`src/rtl/syn_exec_controller_pkg.sv`:
```
`default_nettype none
// ============================================================================
// Module      : syn_exec_controller_pkg
// Description : Shared types for the run/step/halt sequencer: FSM state
//               encodings and the operator-button priority decoder.
// Revision    : 1.0 - initial release
// ============================================================================
package syn_exec_controller_pkg;

    // Width of the exported state field
    localparam int EXEC_ST_BIT = 3;

    // Sequencer states; the numeric values are visible on the state port
    typedef enum logic [EXEC_ST_BIT-1:0] {
        EXEC_ST_STOP = 3'd0,
        EXEC_ST_RUN  = 3'd1,
        EXEC_ST_STEP = 3'd2,
        EXEC_ST_KICK = 3'd3,
        EXEC_ST_HALT = 3'd4
    } exec_state_e;

    // Resolved operator command after priority arbitration
    typedef enum logic [1:0] {
        EXEC_CMD_NONE  = 2'd0,
        EXEC_CMD_RUN   = 2'd1,
        EXEC_CMD_STEP  = 2'd2,
        EXEC_CMD_PAUSE = 2'd3
    } exec_cmd_e;

    // Simultaneous button pulses resolve as pause > step > run
    function automatic exec_cmd_e f_decode_cmd(
        input logic run,
        input logic step,
        input logic pause
    );
        exec_cmd_e cmd;
        if (pause) begin
            cmd = EXEC_CMD_PAUSE;
        end else if (step) begin
            cmd = EXEC_CMD_STEP;
        end else if (run) begin
            cmd = EXEC_CMD_RUN;
        end else begin
            cmd = EXEC_CMD_NONE;
        end
        return cmd;
    endfunction

endpackage : syn_exec_controller_pkg
`default_nettype wire

```
`src/rtl/exec_event_counter.sv`:
```
`default_nettype none
// ============================================================================
// Module      : exec_event_counter
// Description : Wrapping event counter with synchronous clear. Clear wins
//               over a same-cycle increment.
// Revision    : 1.0 - initial release
// ============================================================================
module exec_event_counter #(
    parameter int CNT_WIDTH = 32
) (
    input  logic                 clk,
    input  logic                 rst_n,   // active-high synchronous reset
    input  logic                 clr,
    input  logic                 inc,
    output logic [CNT_WIDTH-1:0] cnt
);

    logic [CNT_WIDTH-1:0] r_cnt;

    // Count enabled events; wraps naturally at 2^CNT_WIDTH
    always_ff @(posedge clk) begin
        if (rst_n) begin
            r_cnt <= '0;
        end else if (clr) begin
            r_cnt <= '0;
        end else if (inc) begin
            r_cnt <= r_cnt + CNT_WIDTH'(1);
        end
    end

    assign cnt = r_cnt;

endmodule : exec_event_counter
`default_nettype wire

```
`src/rtl/syn_exec_controller.sv`:
```
`default_nettype none
// ============================================================================
// Module      : syn_exec_controller
// Description : Run/step/halt sequencer for the single-cycle core. Produces
//               the core enable from operator buttons, a rate prescaler and
//               the syscall halt level, and keeps per-instruction statistics.
// Revision    : 1.0 - initial release
// ============================================================================
module syn_exec_controller
    import syn_exec_controller_pkg::*;
#(
    parameter int DIV_WIDTH = 24,
    parameter int CNT_WIDTH = 32
) (
    input  logic                 clk,
    input  logic                 rst_n,      // active-high synchronous reset
    input  logic                 btn_run,
    input  logic                 btn_step,
    input  logic                 btn_pause,
    input  logic [DIV_WIDTH-1:0] div_sel,
    input  logic                 halt,
    input  logic                 is_jump,
    input  logic                 is_branch,
    input  logic                 branched,
    input  logic                 cnt_clr,
    output logic                 cpu_en,
    output logic [2:0]           state,
    output logic [CNT_WIDTH-1:0] cnt_cycle,
    output logic [CNT_WIDTH-1:0] cnt_jump,
    output logic [CNT_WIDTH-1:0] cnt_branch,
    output logic [CNT_WIDTH-1:0] cnt_taken
);

    exec_state_e          r_state;
    logic [DIV_WIDTH-1:0] r_presc;
    logic                 w_presc_hit;
    logic                 w_cpu_en;
    exec_cmd_e            w_cmd;
    logic [3:0]           w_inc;
    logic [CNT_WIDTH-1:0] w_cnt [4];

    // ">=" rather than "==" so that lowering div_sel below the running count
    // fires on the next cycle instead of waiting for the prescaler to wrap.
    assign w_presc_hit = (r_presc >= div_sel);
    assign w_cmd       = f_decode_cmd(btn_run, btn_step, btn_pause);

    // Enable decode is combinational on halt so that a halt raised by the
    // instruction just committed blocks the very next enable.
    always_comb begin
        w_cpu_en = 1'b0;
        case (r_state)
            EXEC_ST_RUN:  w_cpu_en = w_presc_hit && !halt;
            EXEC_ST_STEP: w_cpu_en = 1'b1;   // steps past a pending syscall halt
            EXEC_ST_KICK: w_cpu_en = 1'b1;   // resumes past a pending syscall halt
            default:      w_cpu_en = 1'b0;
        endcase
    end

    // Sequencer FSM and prescaler; presc restarts from zero on every RUN entry
    always_ff @(posedge clk) begin
        if (rst_n) begin
            r_state <= EXEC_ST_STOP;
            r_presc <= '0;
        end else begin
            case (r_state)
                EXEC_ST_STOP: begin
                    r_presc <= '0;
                    if (btn_step) begin
                        r_state <= EXEC_ST_STEP;
                    end else if (btn_run) begin
                        r_state <= EXEC_ST_RUN;
                    end
                end
                EXEC_ST_RUN: begin
                    if (w_cpu_en) begin
                        r_presc <= '0;
                    end else begin
                        r_presc <= r_presc + DIV_WIDTH'(1);
                    end
                    // step/run pulses carry no meaning while already running
                    if (w_cmd == EXEC_CMD_PAUSE) begin
                        r_state <= EXEC_ST_STOP;
                    end else if (halt) begin
                        r_state <= EXEC_ST_HALT;
                    end
                end
                EXEC_ST_STEP: begin
                    r_presc <= '0;
                    r_state <= EXEC_ST_STOP;
                end
                EXEC_ST_KICK: begin
                    r_presc <= '0;
                    r_state <= EXEC_ST_RUN;
                end
                EXEC_ST_HALT: begin
                    r_presc <= '0;
                    case (w_cmd)
                        EXEC_CMD_PAUSE: r_state <= EXEC_ST_STOP;
                        EXEC_CMD_STEP:  r_state <= EXEC_ST_STEP;
                        EXEC_CMD_RUN:   r_state <= EXEC_ST_KICK;
                        default:        r_state <= EXEC_ST_HALT;
                    endcase
                end
                default: begin
                    r_presc <= '0;
                    r_state <= EXEC_ST_STOP;
                end
            endcase
        end
    end

    // Per-counter increment qualifiers: cycle, jump, branch, taken
    assign w_inc = {w_cpu_en & branched,
                    w_cpu_en & is_branch,
                    w_cpu_en & is_jump,
                    w_cpu_en};

    for (genvar gi = 0; gi < 4; gi++) begin : g_counters
        exec_event_counter #(
            .CNT_WIDTH (CNT_WIDTH)
        ) u_cnt (
            .clk   (clk),
            .rst_n (rst_n),
            .clr   (cnt_clr),
            .inc   (w_inc[gi]),
            .cnt   (w_cnt[gi])
        );
    end

    assign cpu_en     = w_cpu_en;
    assign state      = r_state;
    assign cnt_cycle  = w_cnt[0];
    assign cnt_jump   = w_cnt[1];
    assign cnt_branch = w_cnt[2];
    assign cnt_taken  = w_cnt[3];

endmodule : syn_exec_controller
`default_nettype wire

```
`config.mk`:
```
export PLATFORM = sky130hd
export DESIGN_NAME = syn_exec_controller
export DESIGN_NICKNAME = d
export VERILOG_FILES = /design/src/rtl/syn_exec_controller_pkg.sv /design/src/rtl/exec_event_counter.sv /design/src/rtl/syn_exec_controller.sv
export SDC_FILE = /design/constraint.sdc
export NUM_CORES = 1
export LEC_CHECK = 0
export BUFFER_PORTS_ARGS = -buffer_cell sky130_fd_sc_hd__buf_2
export CORE_MARGIN = 4
export CORE_UTILIZATION = 30
export DETAILED_ROUTE_END_ITERATION = 8
export SLEW_MARGIN = 40
export SYNTH_ARGS = -nofsm -noshare
export SYNTH_HDL_FRONTEND = slang
export SYNTH_SLANG_ARGS = --single-unit
```
`constraint.sdc`:
```
create_clock -name clk -period 7.2 [get_ports clk]
set_input_delay 1.08 -clock clk [delete_from_list [all_inputs] [get_ports clk]]
set_output_delay 1.08 -clock clk [all_outputs]
set_load 0.02 [all_outputs]
```
Word-level counts from Yosys, hierarchy flattened

Index checks and enable logic that the tools add are counted.

Input port bits: 34
Flip-flop bits (word level): 155
Logic and storage cells: 42
Output and inout port bits: 132

Order comparisons: 1
Reduce and logical (&&, ||, !) cells: 7
$add $sub $neg: 5
Multiplexer cells: 10
Equal/unequal tests: 9
Bitwise logic cells: 4

Operators by type and width:

| kind                                                 | count |
|---|---|
| adder 32 x 1 -> 32 bit (second input constant)       | 4 |
| adder 24 x 1 -> 24 bit (second input constant)       | 1 |
| >= comparator 24 bit                                 | 1 |
| two-way mux 3 bit                                    | 4 |
| one-hot mux 3 bit (4 select lines)                   | 1 |
| one-hot mux 3 bit (3 select lines)                   | 1 |
| equality test 3 x 2 -> 1 bit (second input constant) | 2 |
| inequality test 3 bit (second input constant)        | 2 |
| equality test 2 bit (second input constant)          | 2 |
| two-way mux 2 bit                                    | 2 |
| OR reduction 2 bit                                   | 2 |
| AND 1 bit                                            | 3 |
| equality test 3 x 1 -> 1 bit (second input constant) | 1 |
| equality test 3 bit (second input constant)          | 1 |
| zero test 3 bit                                      | 1 |
| OR reduction 3 bit                                   | 1 |
| equality test 2 x 1 -> 1 bit (second input constant) | 1 |
| one-hot mux 1 bit (2 select lines)                   | 1 |
| AND reduction 2 bit                                  | 1 |
| logical AND 1 bit                                    | 1 |
| zero test 1 bit                                      | 1 |
| two-way mux 1 bit                                    | 1 |
| inverter 1 bit                                       | 1 |

Longest topological paths before layout

Gate-level depths: netlist (run 1).

Depth after elaboration: 6
Gate-level depth with buffers: 12
Depth with buffers taken out: 9

Cells and area by module

From an unflattened synthesis (run 1), not the netlist that was laid out.

Cell total of the unflattened synthesis: 925
Area, all modules: 8380.5 sq um

Modules (own cells, without submodules):

| module              | instances | cells each | area an instance (sq um) | sequential area each (sq um) |
|---|---|---|---|---|
| exec_event_counter  | 4         | 173        | 1560.2                   | 640.6 |
| syn_exec_controller | 1         | 233        | 2139.6                   | 540.5 |

Least setup slack after synthesis (run 1)

No wires, ideal clock.

Path kind: input to output
From: in div_sel[21]
To: out cpu_en
Buffers on the path: 1
Setup slack: 3638 ps
Data arrival time: 2482 ps
Stages on the path: 8
Required time: 6120 ps
Cell sequence: inv_1 > ha_1 > nand4_2 > nor4_2 > a2111oi_2 > a211oi_2 > or2_1 > buf_6

Word-level cells in the longest chain between the ends: 3

Ends and longest elaborated chain:

| element                            | line                      | RTL |
|---|---|---|
| from (decl)                        | syn_exec_controller.sv:20 | `input logic [DIV_WIDTH-1:0] div_sel,` |
| >= comparator 24 bit               | syn_exec_controller.sv:44 | `assign w_presc_hit = (r_presc >= div_sel);` |
| logical AND 1 bit                  | syn_exec_controller.sv:52 | `EXEC_ST_RUN: w_cpu_en = w_presc_hit && !halt;` |
| one-hot mux 1 bit (2 select lines) | syn_exec_controller.sv:51 | `case (r_state)` |
| to (decl)                          | syn_exec_controller.sv:26 | `output logic cpu_en,` |

Every way passes these cells.

Final worst setup path (run 1)

Same ends and word-level chain as after synthesis.

==> results_dict.tcl, run 1 <==
set metrics [dict create \
    status "completed" \
    hold_viol_final 0 \
    yosysMostFrequentCell "dfxtp_1" \
    syn_inst 940 \
    clkTransAtPathRegs_ns 0.06 \
    yosysUniqueCellTypes 48 \
    area_delta_synth_final_pct 21.4 \
    core_area_um2 26100 \
    fin_crit_ns 4.57 \
    max_freq_mhz 219 \
    synth_top_cell_by_area "dfxtp_1" \
    nets 1147 \
    hold_depth 1 \
    synth_ff_type "dfxtp_1" \
    htree_levels 4 \
    synth_nets 1006 \
    crit_required_ns 6.12 \
    dp_hpwl_um 15600 \
    rsz0062_at_grt "false" \
    cp_common_cell "buf_2" \
    finalWorstSetupSlack_ns 2.63 \
    cts_tree "built" \
    nFillCells 2725 \
    ctsResizeCount 0 \
    reg2reg_depth 9 \
    worstMarginPinSlew_ns 0.713 \
    clock-sinks 155 \
    syn_area_per_cell_um2 8.49 \
    skew_ns 0.0107 \
    diodes 0 \
    drc 0 \
    io_pins 166 \
    cap_violations 0 \
    io_buffers 165 \
    drive_above_1_share_pct 20.1 \
    clock_latency_ns 0.43 \
    cts_setup_buffers 0 \
    crit_type "primary input to output pin" \
    ys_top_cells_by_count "dfxtp_1 (155), nor2_1 (111), xor2_1 (66), a21oi_1 (63), nand2_1 (55)" \
    num_rows 59 \
    synthArstFlopShare_pct 0 \
    timing.rr.start "r_presc[21]$_SDFF_PP0_" \
    p_leak_nw 3.91 \
    grt_pass1_vias 6781 \
    ys_seq_area_share_pct 38.9 \
    viasPerCell 5.06 \
    clk_path_buf_depth 2 \
    crit_path_start "div_sel[21]" \
    synth_edf_count 0 \
    critPathBufInv 4 \
    worstHoldStart "r_presc[0]$_SDFF_PP0_" \
    synth_seq_cells 155 \
    cpMaxStageDelayCell "or2_1" \
    multi_input_area_um2 4490 \
    critPathLaunchType "primary input" \
    ctsRootBufferMaster "clkbuf_16" \
    slew_violations 0 \
    cp_top_family "simple AND/OR/NAND/NOR gates" \
    min_path_type "flop to flop" \
    final_util_pct 37.1 \
    crit_fanout 25 \
    slew_headroom_pct 52.5 \
    max_stage_delay_ns 0.49 \
    end_kind "output pin" \
    irDropWorstVdd_uv 114 \
    firstDrtPassIters 4 \
    grt_max_degree 67 \
    antenna_left 0 \
    setup_viol 0 \
    synth_warnings 0 \
    grt_overflow 0 \
    cts_hold_buf 0 \
    dieArea_um2 29300 \
    grt_pass1_wl_um 35400 \
    vias 7230 \
    antenna_found_initial 1 \
    drt-initial-drc-count 356 \
    synth_top_area_share_pct 38.9 \
    p_per_area_nw_per_um2 194 \
    wl_per_cell_um 15.3 \
    routed_wl_um 21900 \
    fin_setup_tns_ns 0 \
    finalCritPeriodShare_pct 63.5 \
    seq_area_um2 3100 \
    die_x_um 171 \
    path_depth 10 \
    path_cells "buf_2 -> inv_1 -> ha_1 -> nand4_2 -> nor4_2 -> a2111oi_2 -> a211oi_4 -> buf_4 -> or2_1 -> buf_2" \
    cts_buffers 17 \
    synth_area_leaders "dfxtp_1 (39%), xor2_1 (7.2%), nor2_1 (5.2%)" \
    pre_cts_slack_ns 2.58 \
    synth_area_um2 7980 \
    place_congestion 0.789 \
    start_util_pct 30.5 \
    cp_data_arrival_time_ns 3.49 \
    grt_usage_pct 14.8 \
    die_y_um 171 \
]
==> worst reg2reg max path: stages, from the launching register on <==
cell and delay [ns]:
dfxtp_1 0.35, ha_1 0.33, nand4_2 0.14, nor4_2 0.43, nand4b_1 0.22, a21oi_4 0.41, buf_4 0.62, o2111ai_2 0.47
or4_1 0.52, a21oi_1 0.15
==> cells in the final DEF (no fill, tap or decap), types with 3 or more instances in the layout <==
cell type | netlist | routed
o2111ai_2 | 1 | 3
dfxtp_1 | 155 | 155
o31ai_1 | 13 | 13
ha_1 | 32 | 32
o211ai_1 | 21 | 21
nor4_1 | 3 | 3
inv_6 | 0 | 3
or3_1 | 33 | 33
nand4_1 | 15 | 15
inv_1 | 47 | 47
o21a_1 | 5 | 5
nor2b_1 | 6 | 6
a21oi_1 | 63 | 62
clkbuf_16 | 0 | 17
and2_1 | 20 | 20
nor3_1 | 10 | 10
o21ai_0 | 41 | 41
o2111ai_1 | 44 | 42
nand3_1 | 28 | 28
nor2_1 | 111 | 111
and3_1 | 32 | 32
buf_2 | 13 | 166
xnor2_1 | 24 | 24
buf_4 | 3 | 6
and4_1 | 18 | 18
nand2_1 | 55 | 55
xor2_1 | 66 | 66
mux2i_1 | 4 | 4
or4_1 | 18 | 18
bufinv_16 | 0 | 3
clkinv_4 | 0 | 3
o21ai_2 | 3 | 3
==> path summary, 6_finish.rpt <==
path	endpoint	slack, ns
worst max-delay path	cpu_en	2.63
worst max register to register	g_counters[3].u_cnt.cnt[19]$_SDFFE_PP0P_	3.50
worst min-delay path	r_presc[0]$_SDFF_PP0_	0.48
worst min register to register	r_presc[0]$_SDFF_PP0_	0.48
==> report_power, final <==
group / total, mW / switching [mW] / leakage, nW / internal (mW)
Sequential: 0.861 / 0.00266 / 1.25 / 0.858
Clock: 0.961 / 0.397 / 0.301 / 0.564
Combinational: 0.0575 / 0.0387 / 2.36 / 0.0188
Total: 1.88 / 0.439 / 3.91 / 1.44
==> area by class of cell <==
cell class / count / share of cell area, %
Clock buffer: 18 / 4.53
Clock inverter: 14 / 1.91
Inverter: 47 / 1.82
Multi-Input combinational cell: 688 / 46.3
Sequential cell: 155 / 32.0
Tap cell: 335 / 4.33
Timing Repair Buffer: 172 / 9.04
==> metal layers <==
| layer | GRT usage, % | routed length [um] | vias up |
|---|---|---|---|
| met5 | 0 | 15 | - |
| met4 | 4.44 | 327 | 2 |
| met3 | 3.60 | 1190 | 26 |
| met2 | 23.6 | 9960 | 172 |
| met1 | 20.0 | 10400 | 3367 |
| li1 | - | - | 3663 |
==> flip-flops by register name (all words and copies together) (netlist names) <==
name and flops:
g_counters.u_cnt.cnt 128, r_presc 24, state 3
==> stage by stage <==
step                      area, um^2  hold WS [ns]  total power, mW  cells
after floorplan                 7980         0.441            0.917    940
after global placement          9030         0.469            0.938   1395
after global routing            9680         0.515             1.95   1429
after detailed placement        9050         0.472            0.938   1397
final                           9680         0.480             1.88   1429
after CTS                       9680         0.483             1.91   1429
==> kinds of logic after synthesis <==
group / count (synthesis) / synth area share (%)
compound gates: 204 / 17.0
flops: 155 / 38.9
mux: 4 / 0.502
buf+inv: 97 / 5.29
simple gates: 358 / 23.4
fa+ha+maj: 32 / 5.02
xor+xnor: 90 / 9.88
No activity file was read; power rests on OpenSTA's default activity.
==> inputs of run 2 (changes only) <==
clock period = 4.6 ns   (was 7.2 ns; I/O delays follow)
==> run 2 against run 1 <==
Net effect: die area unchanged; wire length increased by 1.3%; power increased by 55%; combinational power increased by 68%; sequential power increased by 57%; count of clock-buffer cells in the layout decreased by 1; via count increased by 1.1%; critical path type unchanged; largest cell class unchanged; highest routed layer unchanged.
==> results_dict.tcl, run 2 (synthesized netlist as in run 1, its figures left out) <==
set metrics [dict create \
    layout.cells.most_common_list "buf_2 (165), dfxtp_1 (155), nor2_1 (111)" \
    finalCritPeriodShare_pct 76.4 \
    cts_tree "built" \
    largest_reg_flops 128 \
    crit_required_ns 3.91 \
    fin_setup_tns_ns 0 \
    vias 7310 \
    place_congestion 0.818 \
    antenna_found_initial 1 \
    instances_no_fill 1439 \
    antenna_left 0 \
    cts_buffers 17 \
    nFillCells 2726 \
    drive_above_1_share_pct 20.8 \
    setup_viol 0 \
    grt_overflow 0 \
    min_path_type "flop to flop" \
    grt_pass1_vias 6930 \
    clkTransAtPathRegs_ns 0.07 \
    io_pins 166 \
    routed_wl_um 22200 \
    critPathLaunchType "primary input" \
    num_rows 59 \
    grt_max_degree 44 \
    diodes 0 \
    wl_per_cell_um 15.4 \
    viasPerCell 5.08 \
    die_y_um 171 \
    cp_data_arrival_time_ns 2.82 \
    drc 0 \
    crit_type "primary input to output pin" \
    htree_levels 4 \
    firstDrtPassIters 4 \
    final_util_pct 37.4 \
    ctsRootBufferMaster "clkbuf_16" \
    total_power_mw 2.91 \
    ctsResizeCount 0 \
    core_area_um2 26100 \
    end_kind "output pin" \
    skew_ns 0.0178 \
    clk_path_buf_depth 2 \
    dieArea_um2 29300 \
    irDropWorstVdd_uv 169 \
    cts_setup_buffers 0 \
    area_delta_synth_final_pct 22.5 \
    p_per_area_nw_per_um2 298 \
    rsz0062_at_grt "false" \
    grt_usage_pct 14.9 \
    status "completed" \
    max_freq_mhz 285 \
    slew_violations 0 \
    seq_area_um2 3100 \
    grt_pass1_wl_um 35800 \
    dp_hpwl_um 16000 \
    slew_headroom_pct 54.1 \
    clock_latency_ns 0.42 \
    start_util_pct 30.5 \
    clock-sinks 155 \
    cap_violations 0 \
    p_leak_nw 3.96 \
    fin_crit_ns 3.51 \
    placed_cells_incl_taps 1407 \
    worstMarginPinSlew_ns 0.683 \
    final_common_cell "buf_2" \
    io_buffers 165 \
    crit_fanout 9 \
    cts_hold_buf 0 \
    multi_input_area_um2 4490 \
    drt-initial-drc-count 339 \
    nets 1157 \
    die_x_um 171 \
    hold_viol_final 0 \
]
## run 2: layer usage
layer  vias to the layer above  routed length (um)  GRT usage [%]
li1                       3682                   -              -
met1                      3474               10500           20.1
met2                       136               10300           24.2
met3                        16                1180           3.79
met4                         2                 235           3.58
met5                         -                  13              0
## run 2: stage by stage
step                instance area (um^2)  worst slack (ns)  hold slack, ns
finish                              9770              1.09           0.487
detailed placement                  9150             0.881           0.476
CTS                                 9760             0.988           0.490
global route                        9770             0.872           0.506
floorplan                           7980              1.64           0.441
global placement                    9130             0.911           0.464
## run 2: worst max-delay path, cell delays in order
cell and delay [ns]:
buf_2 0.08, inv_1 0.03, ha_1 0.32, nand4_2 0.12
nor4_2 0.38, nand4b_1 0.28, a21oi_4 0.43, or2_1 0.27
buf_2 0.20
## run 2: where the power goes
part | total, mW | internal (mW) | switching [mW]
clock network | 1.47 | 0.824 | 0.643
registers | 1.35 | 1.34 | 0.00426
logic | 0.0968 | 0.0345 | 0.0623
## run 2: final timing paths
check                                                        startpoint                                  endpoint  slack (ns)  depth (start not counted)
worst min-delay path            g_counters[1].u_cnt.cnt[1]$_SDFFE_PP0P_   g_counters[1].u_cnt.cnt[1]$_SDFFE_PP0P_        0.49                          2
worst min register to register  g_counters[1].u_cnt.cnt[1]$_SDFFE_PP0P_   g_counters[1].u_cnt.cnt[1]$_SDFFE_PP0P_        0.49                          2
worst max register to register                   r_presc[21]$_SDFF_PP0_  g_counters[2].u_cnt.cnt[29]$_SDFFE_PP0P_        1.36                          9
worst max-delay path                                        div_sel[22]                                    cpu_en        1.09                          9
## run 2: area by class of cell
cell class / instances / share of cell area, %
timing repair buffer: 182 / 10.0
inverter: 47 / 1.81
clock buffer: 17 / 4.35
multi-input combinational: 688 / 45.9
sequential: 155 / 31.8
tap: 335 / 4.29
clock inverter: 15 / 1.87
